<file path="config.mk">
export PLATFORM = sky130hd
export DESIGN_NAME = l2_bus_master_flat
export DESIGN_NICKNAME = d
export VERILOG_FILES = /design/src/rtl/l2_bus_master_if.sv /design/src/rtl/l2_bus_master.sv /design/src/flat_wrapper.sv
export SDC_FILE = /design/constraint.sdc
export NUM_CORES = 2
export LEC_CHECK = 0
export ABC_AREA = 1
export CAP_MARGIN = 15
export CORE_AREA = 3 3 496 498
export DETAILED_ROUTE_END_ITERATION = 10
export DIE_AREA = 0 0 499 501
export PLACE_DENSITY = 0.56
export SYNTH_ARGS = -nofsm -noshare
export SYNTH_HDL_FRONTEND = slang
export SYNTH_SLANG_ARGS = --single-unit
</file>
<file path="constraint.sdc">
create_clock -name clk -period 7.4 [get_ports clk]
set_input_delay 1.48 -clock clk [delete_from_list [all_inputs] [get_ports clk]]
set_output_delay 1.48 -clock clk [all_outputs]
set_load 0.05 [all_outputs]
</file>
<file path="src/rtl/l2_bus_master_if.sv">
// Signal bundle between the L2 miss/writeback path, the snooping bus and the bus master.
// The master modport is the bus master's view; slave is the view of whatever
// surrounds it (cache side plus bus responder/arbiter).
interface l2_bus_master_if;
    // Cache request / response
    logic         req_valid;
    logic         req_ready;
    logic         req_write;
    logic         req_excl;
    logic [25:0]  req_addr;
    logic [511:0] req_wdata;
    logic         resp_valid;
    logic [25:0]  resp_addr;
    logic [511:0] resp_rdata;

    // Snooped bus inputs
    logic         bus_valid;
    logic         bus_nack;
    logic [2:0]   bus_cmd;
    logic [4:0]   bus_tag;
    logic [25:0]  bus_addr;
    logic [63:0]  bus_data;

    // Driven bus outputs and arbitration
    logic         master_bus_req;
    logic [2:0]   master_bus_cmd;
    logic [4:0]   master_bus_tag;
    logic [25:0]  master_bus_addr;
    logic [63:0]  master_bus_data;
    logic         bus_master_grant;

    modport master (
        input  req_valid, req_write, req_excl, req_addr, req_wdata,
        output req_ready, resp_valid, resp_addr, resp_rdata,
        input  bus_valid, bus_nack, bus_cmd, bus_tag, bus_addr, bus_data,
        output master_bus_req, master_bus_cmd, master_bus_tag, master_bus_addr,
        output master_bus_data,
        input  bus_master_grant
    );

    modport slave (
        output req_valid, req_write, req_excl, req_addr, req_wdata,
        input  req_ready, resp_valid, resp_addr, resp_rdata,
        output bus_valid, bus_nack, bus_cmd, bus_tag, bus_addr, bus_data,
        input  master_bus_req, master_bus_cmd, master_bus_tag, master_bus_addr,
        input  master_bus_data,
        output bus_master_grant
    );
endinterface

</file>
<file path="src/rtl/l2_bus_master.sv">
// Initiator on the 8-cycle-slot snooping bus: takes one line request from the L2,
// arbitrates, drives BUSRD/BUSRDX/FLUSH for one slot, retries on nack and
// collects the tagged 8-beat fill for reads.
module l2_bus_master #(
    parameter logic [4:0] TAG = 5'd0
) (
    input logic           clk,
    input logic           rst,
    l2_bus_master_if.master io
);

    localparam logic [2:0] CMD_BUSRD  = 3'd1;
    localparam logic [2:0] CMD_BUSRDX = 3'd2;
    localparam logic [2:0] CMD_FLUSH  = 3'd3;
    localparam logic [2:0] CMD_FILL   = 3'd4;

    typedef enum logic [1:0] {IDLE, ARB, SEND, WAIT_FILL} state_t;

    state_t          state;
    logic [2:0]      slot;

    logic            lat_write;
    logic            lat_excl;
    logic [25:0]     lat_addr;
    logic [511:0]    lat_wdata;

    logic            smp_valid;
    logic [2:0]      smp_cmd;
    logic [4:0]      smp_tag;
    logic [25:0]     smp_addr;

    logic [7:0][63:0] cap;

    logic            req_ready_r;
    logic            bus_req_r;
    logic [2:0]      cmd_r;
    logic [4:0]      tag_r;
    logic [25:0]     addr_r;
    logic [63:0]     data_r;
    logic            resp_valid_r;
    logic [25:0]     resp_addr_r;
    logic [511:0]    resp_rdata_r;

    logic            fill_hit;
    logic [2:0]      cmd_sel;

    assign fill_hit = smp_valid && (smp_cmd == CMD_FILL) && (smp_tag == TAG) &&
                      (smp_addr == lat_addr);
    assign cmd_sel  = lat_write ? CMD_FLUSH : (lat_excl ? CMD_BUSRDX : CMD_BUSRD);

    assign io.req_ready       = req_ready_r;
    assign io.master_bus_req  = bus_req_r;
    assign io.master_bus_cmd  = cmd_r;
    assign io.master_bus_tag  = tag_r;
    assign io.master_bus_addr = addr_r;
    assign io.master_bus_data = data_r;
    assign io.resp_valid      = resp_valid_r;
    assign io.resp_addr       = resp_addr_r;
    assign io.resp_rdata      = resp_rdata_r;

    // Beat k of every slot lands in entry k; pure data path, so no reset
    always_ff @(posedge clk) begin
        cap[slot] <= io.bus_data;
    end

    // Snapshot the command phase of each slot at cycle 3
    always_ff @(posedge clk) begin
        if (rst) begin
            smp_valid <= 1'b0;
            smp_cmd   <= 3'd0;
            smp_tag   <= 5'd0;
            smp_addr  <= 26'd0;
        end else if (slot == 3'd3) begin
            smp_valid <= io.bus_valid;
            smp_cmd   <= io.bus_cmd;
            smp_tag   <= io.bus_tag;
            smp_addr  <= io.bus_addr;
        end
    end

    // Slot counter, request latch and transaction FSM with registered outputs
    always_ff @(posedge clk) begin
        if (rst) begin
            state        <= IDLE;
            slot         <= 3'd0;
            lat_write    <= 1'b0;
            lat_excl     <= 1'b0;
            lat_addr     <= 26'd0;
            lat_wdata    <= 512'd0;
            req_ready_r  <= 1'b1;
            bus_req_r    <= 1'b0;
            cmd_r        <= 3'd0;
            tag_r        <= 5'd0;
            addr_r       <= 26'd0;
            data_r       <= 64'd0;
            resp_valid_r <= 1'b0;
            resp_addr_r  <= 26'd0;
            resp_rdata_r <= 512'd0;
        end else begin
            slot         <= slot + 3'd1;
            resp_valid_r <= 1'b0;
            unique case (state)
                IDLE: begin
                    if (io.req_valid && req_ready_r) begin
                        lat_write   <= io.req_write;
                        lat_excl    <= io.req_excl;
                        lat_addr    <= io.req_addr;
                        lat_wdata   <= io.req_wdata;
                        req_ready_r <= 1'b0;
                        state       <= ARB;
                    end
                end
                ARB: begin
                    // Grant only counts once our request has been visible for a full slot
                    if (slot == 3'd7) begin
                        if (!bus_req_r) begin
                            bus_req_r <= 1'b1;
                        end else if (io.bus_master_grant) begin
                            state     <= SEND;
                            bus_req_r <= 1'b0;
                            cmd_r     <= cmd_sel;
                            tag_r     <= TAG;
                            addr_r    <= lat_addr;
                            data_r    <= lat_write ? lat_wdata[63:0] : 64'd0;
                        end
                    end
                end
                SEND: begin
                    if (slot == 3'd7) begin
                        cmd_r  <= 3'd0;
                        tag_r  <= 5'd0;
                        addr_r <= 26'd0;
                        data_r <= 64'd0;
                        if (io.bus_nack) begin
                            state     <= ARB;
                            bus_req_r <= 1'b1;
                        end else if (lat_write) begin
                            state       <= IDLE;
                            req_ready_r <= 1'b1;
                        end else begin
                            state <= WAIT_FILL;
                        end
                    end else if (lat_write) begin
                        data_r <= lat_wdata[{slot + 3'd1, 6'd0} +: 64];
                    end
                end
                WAIT_FILL: begin
                    // Beat 7 is still on the bus this cycle, so take it directly
                    if ((slot == 3'd7) && fill_hit) begin
                        resp_valid_r <= 1'b1;
                        resp_addr_r  <= lat_addr;
                        resp_rdata_r <= {io.bus_data, cap[6:0]};
                        state        <= IDLE;
                        req_ready_r  <= 1'b1;
                    end
                end
                default: state <= IDLE;
            endcase
        end
    end

endmodule

</file>
<file path="src/flat_wrapper.sv">
// flat-port wrapper written by rule: the top's interface ports become plain ports
module l2_bus_master_flat 
#(
    parameter logic [4:0] TAG = 5'd0
)
  (clk, rst, io_req_valid, io_req_write, io_req_excl, io_req_addr, io_req_wdata, io_req_ready, io_resp_valid, io_resp_addr, io_resp_rdata, io_bus_valid, io_bus_nack, io_bus_cmd, io_bus_tag, io_bus_addr, io_bus_data, io_master_bus_req, io_master_bus_cmd, io_master_bus_tag, io_master_bus_addr, io_master_bus_data, io_bus_master_grant);
  l2_bus_master_if io_i ();
  input logic clk;
  input logic rst;
  input wire logic [$bits(io_i.req_valid)-1:0] io_req_valid;
  input wire logic [$bits(io_i.req_write)-1:0] io_req_write;
  input wire logic [$bits(io_i.req_excl)-1:0] io_req_excl;
  input wire logic [$bits(io_i.req_addr)-1:0] io_req_addr;
  input wire logic [$bits(io_i.req_wdata)-1:0] io_req_wdata;
  output wire logic [$bits(io_i.req_ready)-1:0] io_req_ready;
  output wire logic [$bits(io_i.resp_valid)-1:0] io_resp_valid;
  output wire logic [$bits(io_i.resp_addr)-1:0] io_resp_addr;
  output wire logic [$bits(io_i.resp_rdata)-1:0] io_resp_rdata;
  input wire logic [$bits(io_i.bus_valid)-1:0] io_bus_valid;
  input wire logic [$bits(io_i.bus_nack)-1:0] io_bus_nack;
  input wire logic [$bits(io_i.bus_cmd)-1:0] io_bus_cmd;
  input wire logic [$bits(io_i.bus_tag)-1:0] io_bus_tag;
  input wire logic [$bits(io_i.bus_addr)-1:0] io_bus_addr;
  input wire logic [$bits(io_i.bus_data)-1:0] io_bus_data;
  output wire logic [$bits(io_i.master_bus_req)-1:0] io_master_bus_req;
  output wire logic [$bits(io_i.master_bus_cmd)-1:0] io_master_bus_cmd;
  output wire logic [$bits(io_i.master_bus_tag)-1:0] io_master_bus_tag;
  output wire logic [$bits(io_i.master_bus_addr)-1:0] io_master_bus_addr;
  output wire logic [$bits(io_i.master_bus_data)-1:0] io_master_bus_data;
  input wire logic [$bits(io_i.bus_master_grant)-1:0] io_bus_master_grant;
  assign io_i.req_valid = io_req_valid;
  assign io_i.req_write = io_req_write;
  assign io_i.req_excl = io_req_excl;
  assign io_i.req_addr = io_req_addr;
  assign io_i.req_wdata = io_req_wdata;
  assign io_req_ready = io_i.req_ready;
  assign io_resp_valid = io_i.resp_valid;
  assign io_resp_addr = io_i.resp_addr;
  assign io_resp_rdata = io_i.resp_rdata;
  assign io_i.bus_valid = io_bus_valid;
  assign io_i.bus_nack = io_bus_nack;
  assign io_i.bus_cmd = io_bus_cmd;
  assign io_i.bus_tag = io_bus_tag;
  assign io_i.bus_addr = io_bus_addr;
  assign io_i.bus_data = io_bus_data;
  assign io_master_bus_req = io_i.master_bus_req;
  assign io_master_bus_cmd = io_i.master_bus_cmd;
  assign io_master_bus_tag = io_i.master_bus_tag;
  assign io_master_bus_addr = io_i.master_bus_addr;
  assign io_master_bus_data = io_i.master_bus_data;
  assign io_i.bus_master_grant = io_bus_master_grant;
  l2_bus_master #(.TAG(TAG)) u_core (.clk(clk), .rst(rst), .io(io_i));
endmodule
</file>
## Word level (Yosys, flattened, before mapping)

Index checks and enable logic that the tools add are counted.

| word-level totals | value |
|---|---|
| flip-flop bits (word level) | 1731 |
| output and inout port bits | 639 |
| word-level logic and storage cells | 116 |
| input bits | 644 |

| operators by class | value |
|---|---|
| shift operators | 1 |
| bitwise gates (word level) | 1 |
| add/subtract/negate cells | 1 |
| $lt $le $gt $ge | 2 |
| eq/ne operators | 17 |
| muxes and demuxes | 49 |
| reductions and logical operators | 18 |

Operators with widths:

| kind | count |
|---|---|
| bitwise mux 512 bit | 1 |
| variable part select 512 x 10 -> 64 bit | 1 |
| two-way mux 64 bit | 7 |
| demux 64 bit (select 3 bit) | 1 |
| case mux 64 bit (2 select lines) | 1 |
| two-way mux 26 bit | 4 |
| case mux 26 bit (2 select lines) | 1 |
| equality test 26 bit | 1 |
| two-way mux 5 bit | 4 |
| two-way mux 2 bit | 9 |
| two-way mux 3 bit | 5 |
| != test 2 x 1 -> 1 bit, second input constant | 6 |
| AND reduction 6 bit | 2 |
| two-way mux 1 bit | 11 |
| case mux 5 bit (2 select lines) | 1 |
| AND reduction 5 bit | 2 |
| case mux 2 bit (4 select lines) | 1 |
| equality test 3 bit, second input constant | 2 |
| logical AND 1 bit | 6 |
| != test 2 bit, second input constant | 3 |
| case mux 3 bit (2 select lines) | 1 |
| logical NOT 5 bit | 1 |
| equality test 2 bit, second input constant | 2 |
| less-than comparator 3 x 4 -> 1 bit, second input constant | 1 |
| 14 further kinds | 15 |

## Longest topological paths before layout

| depth | value |
|---|---|
| depth in word-level cells | 7 |
| gate-level depth with buffers | 14 |
| depth with buffers taken out | 14 |

## Worst setup path after synthesis

Ideal clock, no wire load.

| timing | value |
|---|---|
| path type | register to register |
| start point | register u_core.slot[0] |
| end point | register u_core.cap[192] (netlist name) (enable) |
| data required time | 6.835 ns |
| period minus slack after synthesis | 5.828 ns |
| data arrival time | 5.263 ns |
| library setup time | 0.565 ns |
| stages on the path, launching flop included | 5 |
| setup slack | 1.572 ns |
| buffers on the path | 2 |
| cell sequence | dfxtp_1 > inv_1 > clkbuf_1 > clkbuf_1 > nor3_1 |

| on the way | value |
|---|---|
| word-level cells in the longest chain between the ends | 5 |
| elaborated cells between the ends (all ways) | 6 |
| classes of those cells | order compare (2); mux (3); reduce/logical (1) |

RTL lines:

| element | line | text |
|---|---|---|
| from (decl) | l2_bus_master.sv:20 | `logic [2:0] slot;` |
| from (signal assigned) | l2_bus_master.sv:100 | `slot <= slot + 3'd1;` |
| less-than comparator 3 x 4 -> 1 bit (implied by the code) or >= comparator 3 x 1 -> 1 bit (tied branches) | l2_bus_master.sv:63 | `cap[slot] <= io.bus_data;` |
| logical AND 1 bit (implied by the code) | l2_bus_master.sv:63 |  |
| two-way mux 64 bit (implied by the code) | l2_bus_master.sv:63 |  |
| demux 64 bit (select 3 bit) (*) | - |  |
| bitwise mux 512 bit (*) | l2_bus_master.sv:63 |  |
| to (signal, indexed assignment) | l2_bus_master.sv:63 |  |
| to (decl) | l2_bus_master.sv:32 | `logic [7:0][63:0] cap;` |

Mark *: on every way between the ends. The rest lies on a longest branch, timed or not.
A chain may end at the register's enable or synchronous reset.

## Worst setup path in the final report

| timing | value |
|---|---|
| start point | register u_core.slot[0] |
| end point | register u_core.resp_rdata_r[71], in the netlist u_core.io.resp_rdata[71] |

| on the way | value |
|---|---|
| word-level cells in the longest chain between the ends | 3 |

RTL lines:

| element | line | text |
|---|---|---|
| equality test 3 bit | l2_bus_master.sv:149 | `if ((slot == 3'd7) && fill_hit) begin` |
| logical AND 1 bit | l2_bus_master.sv:149 |  |
| AND reduction 2 bit (no source line) | - |  |
| to (signal assigned) | l2_bus_master.sv:152 | `resp_rdata_r <= {io.bus_data, cap[6:0]};` |
| to (decl) | l2_bus_master.sv:42 | `logic [511:0] resp_rdata_r;` |

No other way between the ends.

==> results.yml <==
status:
  status: "completed"
floorplanning:
  ios: 1283
  die_w_um: 499
  start_util_pct: 24.9
  coreArea_sq_mm: 0.243
  rows: 181
  die_area_sq_mm: 0.250
  die_h_um: 501
timing:
  fin_crit_ns: 4.05
  hold_violations: 0
  whs_ns: 0.442
  tns_ns: 0
  period_share_pct: 54.7
  setup_viol: 0
  worst_pin_slew_ns: 1.18
  max-slew-margin-rel_pct: 21.2
  finClkSkew_ns: 0.0861
  slew_viol_final: 0
  rsz0062_at_grt: "false"
  fmax_mhz: 247
layout:
  syn_to_final_growth_pct: 36.0
  drive_above_1_share_pct: 4.70
  fin_nets: 8363
setup_path:
  path_max_fanout: 88
  start_kind: "flop"
  worstSetupEndpointType: "flop"
  critPathSlowestCell: "dfxtp_4"
  cp_cell_sequence: "ha_4 > ha_1 > nand2_1 > nor2_1 > nand2_1 > nor2_1 > nand2_1 > nor2_2 > nand3_4 > buf_4 > buf_4 > o21ai_0 > a21oi_1"
  cp.required_ns: 8.03
  criticalPathCategory: "reg2reg"
  max_stage_delay_ns: 0.85
  crit_path_frequent_cell: "nand2_1"
  crit_arrival_ns: 4.68
grt:
  grt.overflow.total: 0
  grt_antenna_before_repair: 87
  grt_first_pass_wirelength_um: 347000
  grt_pass1_vias: 49893
  grt_usage_pct: 18.5
  grt_max_degree: 254
clock_network:
  cts_resized: 0
  cts_tree: "yes"
  numCtsBuffers: 183
  cts_hold_buf: 0
  clk_pin_slew_ns: 0.06
  cts_root_buf: "clkbuf_16"
  clkLatencyLatePin_ns: 0.83
  postCtsSetupRepairBufs: 0
  clkSinkCount: 1661
  cts_buffer_depth: 3
  h-tree-depth: 4
route:
  drt_wl_total_um: 244000
  antenna_left: 0
  dr.pass1.iters: 6
  drtIter0Drc: 4284
  drcViolationCount: 0
  wire_per_inst_um: 22.0
  post_drt_via_cell_ratio: 4.66
  vias: 51674
run:
  drv_cap: 0
yosys:
  ys_seq_area_share_pct: 62.4
  syn_avg_cell_area_sq_um: 9.02
  ys_async_sr_fraction_pct: 0
  synth_top_cell_area_share_pct: 40.1
  yosys_warnings: 0
  synthFlopType: "dfxtp_1"
  synth_area_leaders: "dfxtp_1 40%, edfxtp_1 22%, o21ai_0 12%"
  ys_seq_elements: 1661
  syn_inst: 6704
  yosysTopAreaCell: "dfxtp_1"
  synth_cell_types: 34
  synth_edf_count: 448
  synthesis.area_sq_mm: 0.0605
worst_hold_path:
  hold_class: "reg2reg"
place:
  place.port_buffers: 1276
  dp_hpwl_um: 168000
  place.gp.congestion: 0.900
pwr:
  powerDensity_mw_per_mm2: 320
  worst_ir_drop_vdd_uv: 279
  power_leakage_nw: 28.9
  report.power.total_mw: 26.3
-- worst max-delay path, delay by kind of cell, from the launching register on --
kind | cells | cell delay (ns)
buf+inv | 2 | 1.01
fa+ha+maj | 2 | 0.53
compound gates | 2 | 0.31
simple gates | 7 | 1.05
flops | 1 | 0.85
-- area by class of cell --
| cell class | count | area, sq um |
|---|---|---|
| clock buffer | 273 | 5280 |
| clock inverter | 64 | 938 |
| multi-input combinational | 3916 | 18500 |
| timing repair buffer | 1346 | 13500 |
| fill | 24822 | 160000 |
| antenna | 27 | 67.6 |
| sequential | 1661 | 37700 |
| inverter | 608 | 2310 |
| tap | 3202 | 4010 |
-- registers in the layout, indices dropped and copies added, names as in the netlist --
signal                     flops
u_core.io.resp_rdata         512
u_core.lat_wdata             512
u_core.cap                   448
u_core.io.master_bus_data     64
u_core.io.master_bus_addr     26
u_core.io.resp_addr           26
u_core.lat_addr               26
u_core.smp_addr               26
u_core.smp_tag                 5
u_core.slot                    3
u_core.smp_cmd                 3
u_core.io.master_bus_cmd       2
u_core.state                   2
u_core.io.master_bus_req       1
u_core.io.req_ready            1
u_core.io.resp_valid           1
u_core.lat_excl                1
u_core.lat_write               1
u_core.smp_valid               1
-- worst paths after layout --
kind / from / to / slack (ns) / cells after the start
setup / recovery: u_core.slot[0] / u_core.io.resp_rdata[71] / 3.35 / 13
hold / removal: u_core.io.resp_rdata[157] / u_core.io.resp_rdata[157] / 0.44 / 2
setup reg to reg: u_core.slot[0] / u_core.io.resp_rdata[71] / 3.35 / 13
hold reg to reg: u_core.io.resp_rdata[157] / u_core.io.resp_rdata[157] / 0.44 / 2
-- routing by layer --
layer  up-vias  wire length (um)  track usage [%]
met4       104              9860             7.34
li1      24556                 -                -
met1     24708            101000             22.8
met5         -               735                0
met2      1837            111000             30.0
met3       469             20300             5.94
-- through the flow --
stage                     utilization, %  instance area, sq um  instances  worst slack [ns]
after floorplan                        -                 60500       6709              1.57
after global placement              31.3                 76000      10733              3.23
after detailed placement            31.3                 76000      10733              3.17
after CTS                           33.9                 82200      11070              3.24
after global routing                33.9                 82200      11081              2.87
final                               33.9                 82300      11097              3.35
-- power by group --
| group | switching [mW] | leakage, nW | internal, mW |
|---|---|---|---|
| Clock | 3.95 | 3.01 | 5.40 |
| Sequential | 0.751 | 14.0 | 10.6 |
| Combinational | 3.97 | 11.9 | 1.68 |
-- layout by cell type (no fill, tap or decap), drive strengths merged --
cell	synthesis	layout
ha	3	3
nand4	11	11
o22ai	63	63
o211ai	65	65
clkdlybuf4s50	0	1276
nand3	77	77
conb	1	6
o21ai	1440	1440
nor4	1	1
a31oi	64	64
dfxtp	1213	1213
bufinv	0	12
diode	0	27
nand2	136	136
or2	1	1
nor3b	1	1
edfxtp	448	448
o221ai	63	63
and3	3	3
inv	603	612
clkinvlp	0	4
nor3	14	14
clkbuf	428	273
buf	96	70
a21oi	615	615
xnor2	7	7
nor2	1346	1346
clkinv	5	44
-- cell usage after synthesis (2+ instances only) --
master,count
o21ai_0,1412
nor2_1,1344
dfxtp_1,1213
a21oi_1,615
inv_1,598
edfxtp_1,448
clkbuf_1,425
nand2_1,135
buf_2,77
nand3_1,76
o211ai_1,65
a31oi_1,64
o221ai_1,63
o22ai_1,63
o21ai_1,28
nor3_1,13
buf_1,11
nand4_1,11
buf_4,7
xnor2_1,7
clkinv_1,5
inv_2,5
and3_1,3
clkbuf_2,3
ha_1,3
nor2_2,2
-- logic make-up after synthesis --
group                    share of synthesized area (%)
adder cells (fa/ha/maj)                         0.0621
buffers and inverters                             7.25
other                                          0.00620
AO/OA/AOI/OAI                                     20.0
AND/OR/NAND/NOR                                   10.2
XOR/XNOR                                         0.101
flip-flops                                        62.4
Power figures use the tool's default switching activity.
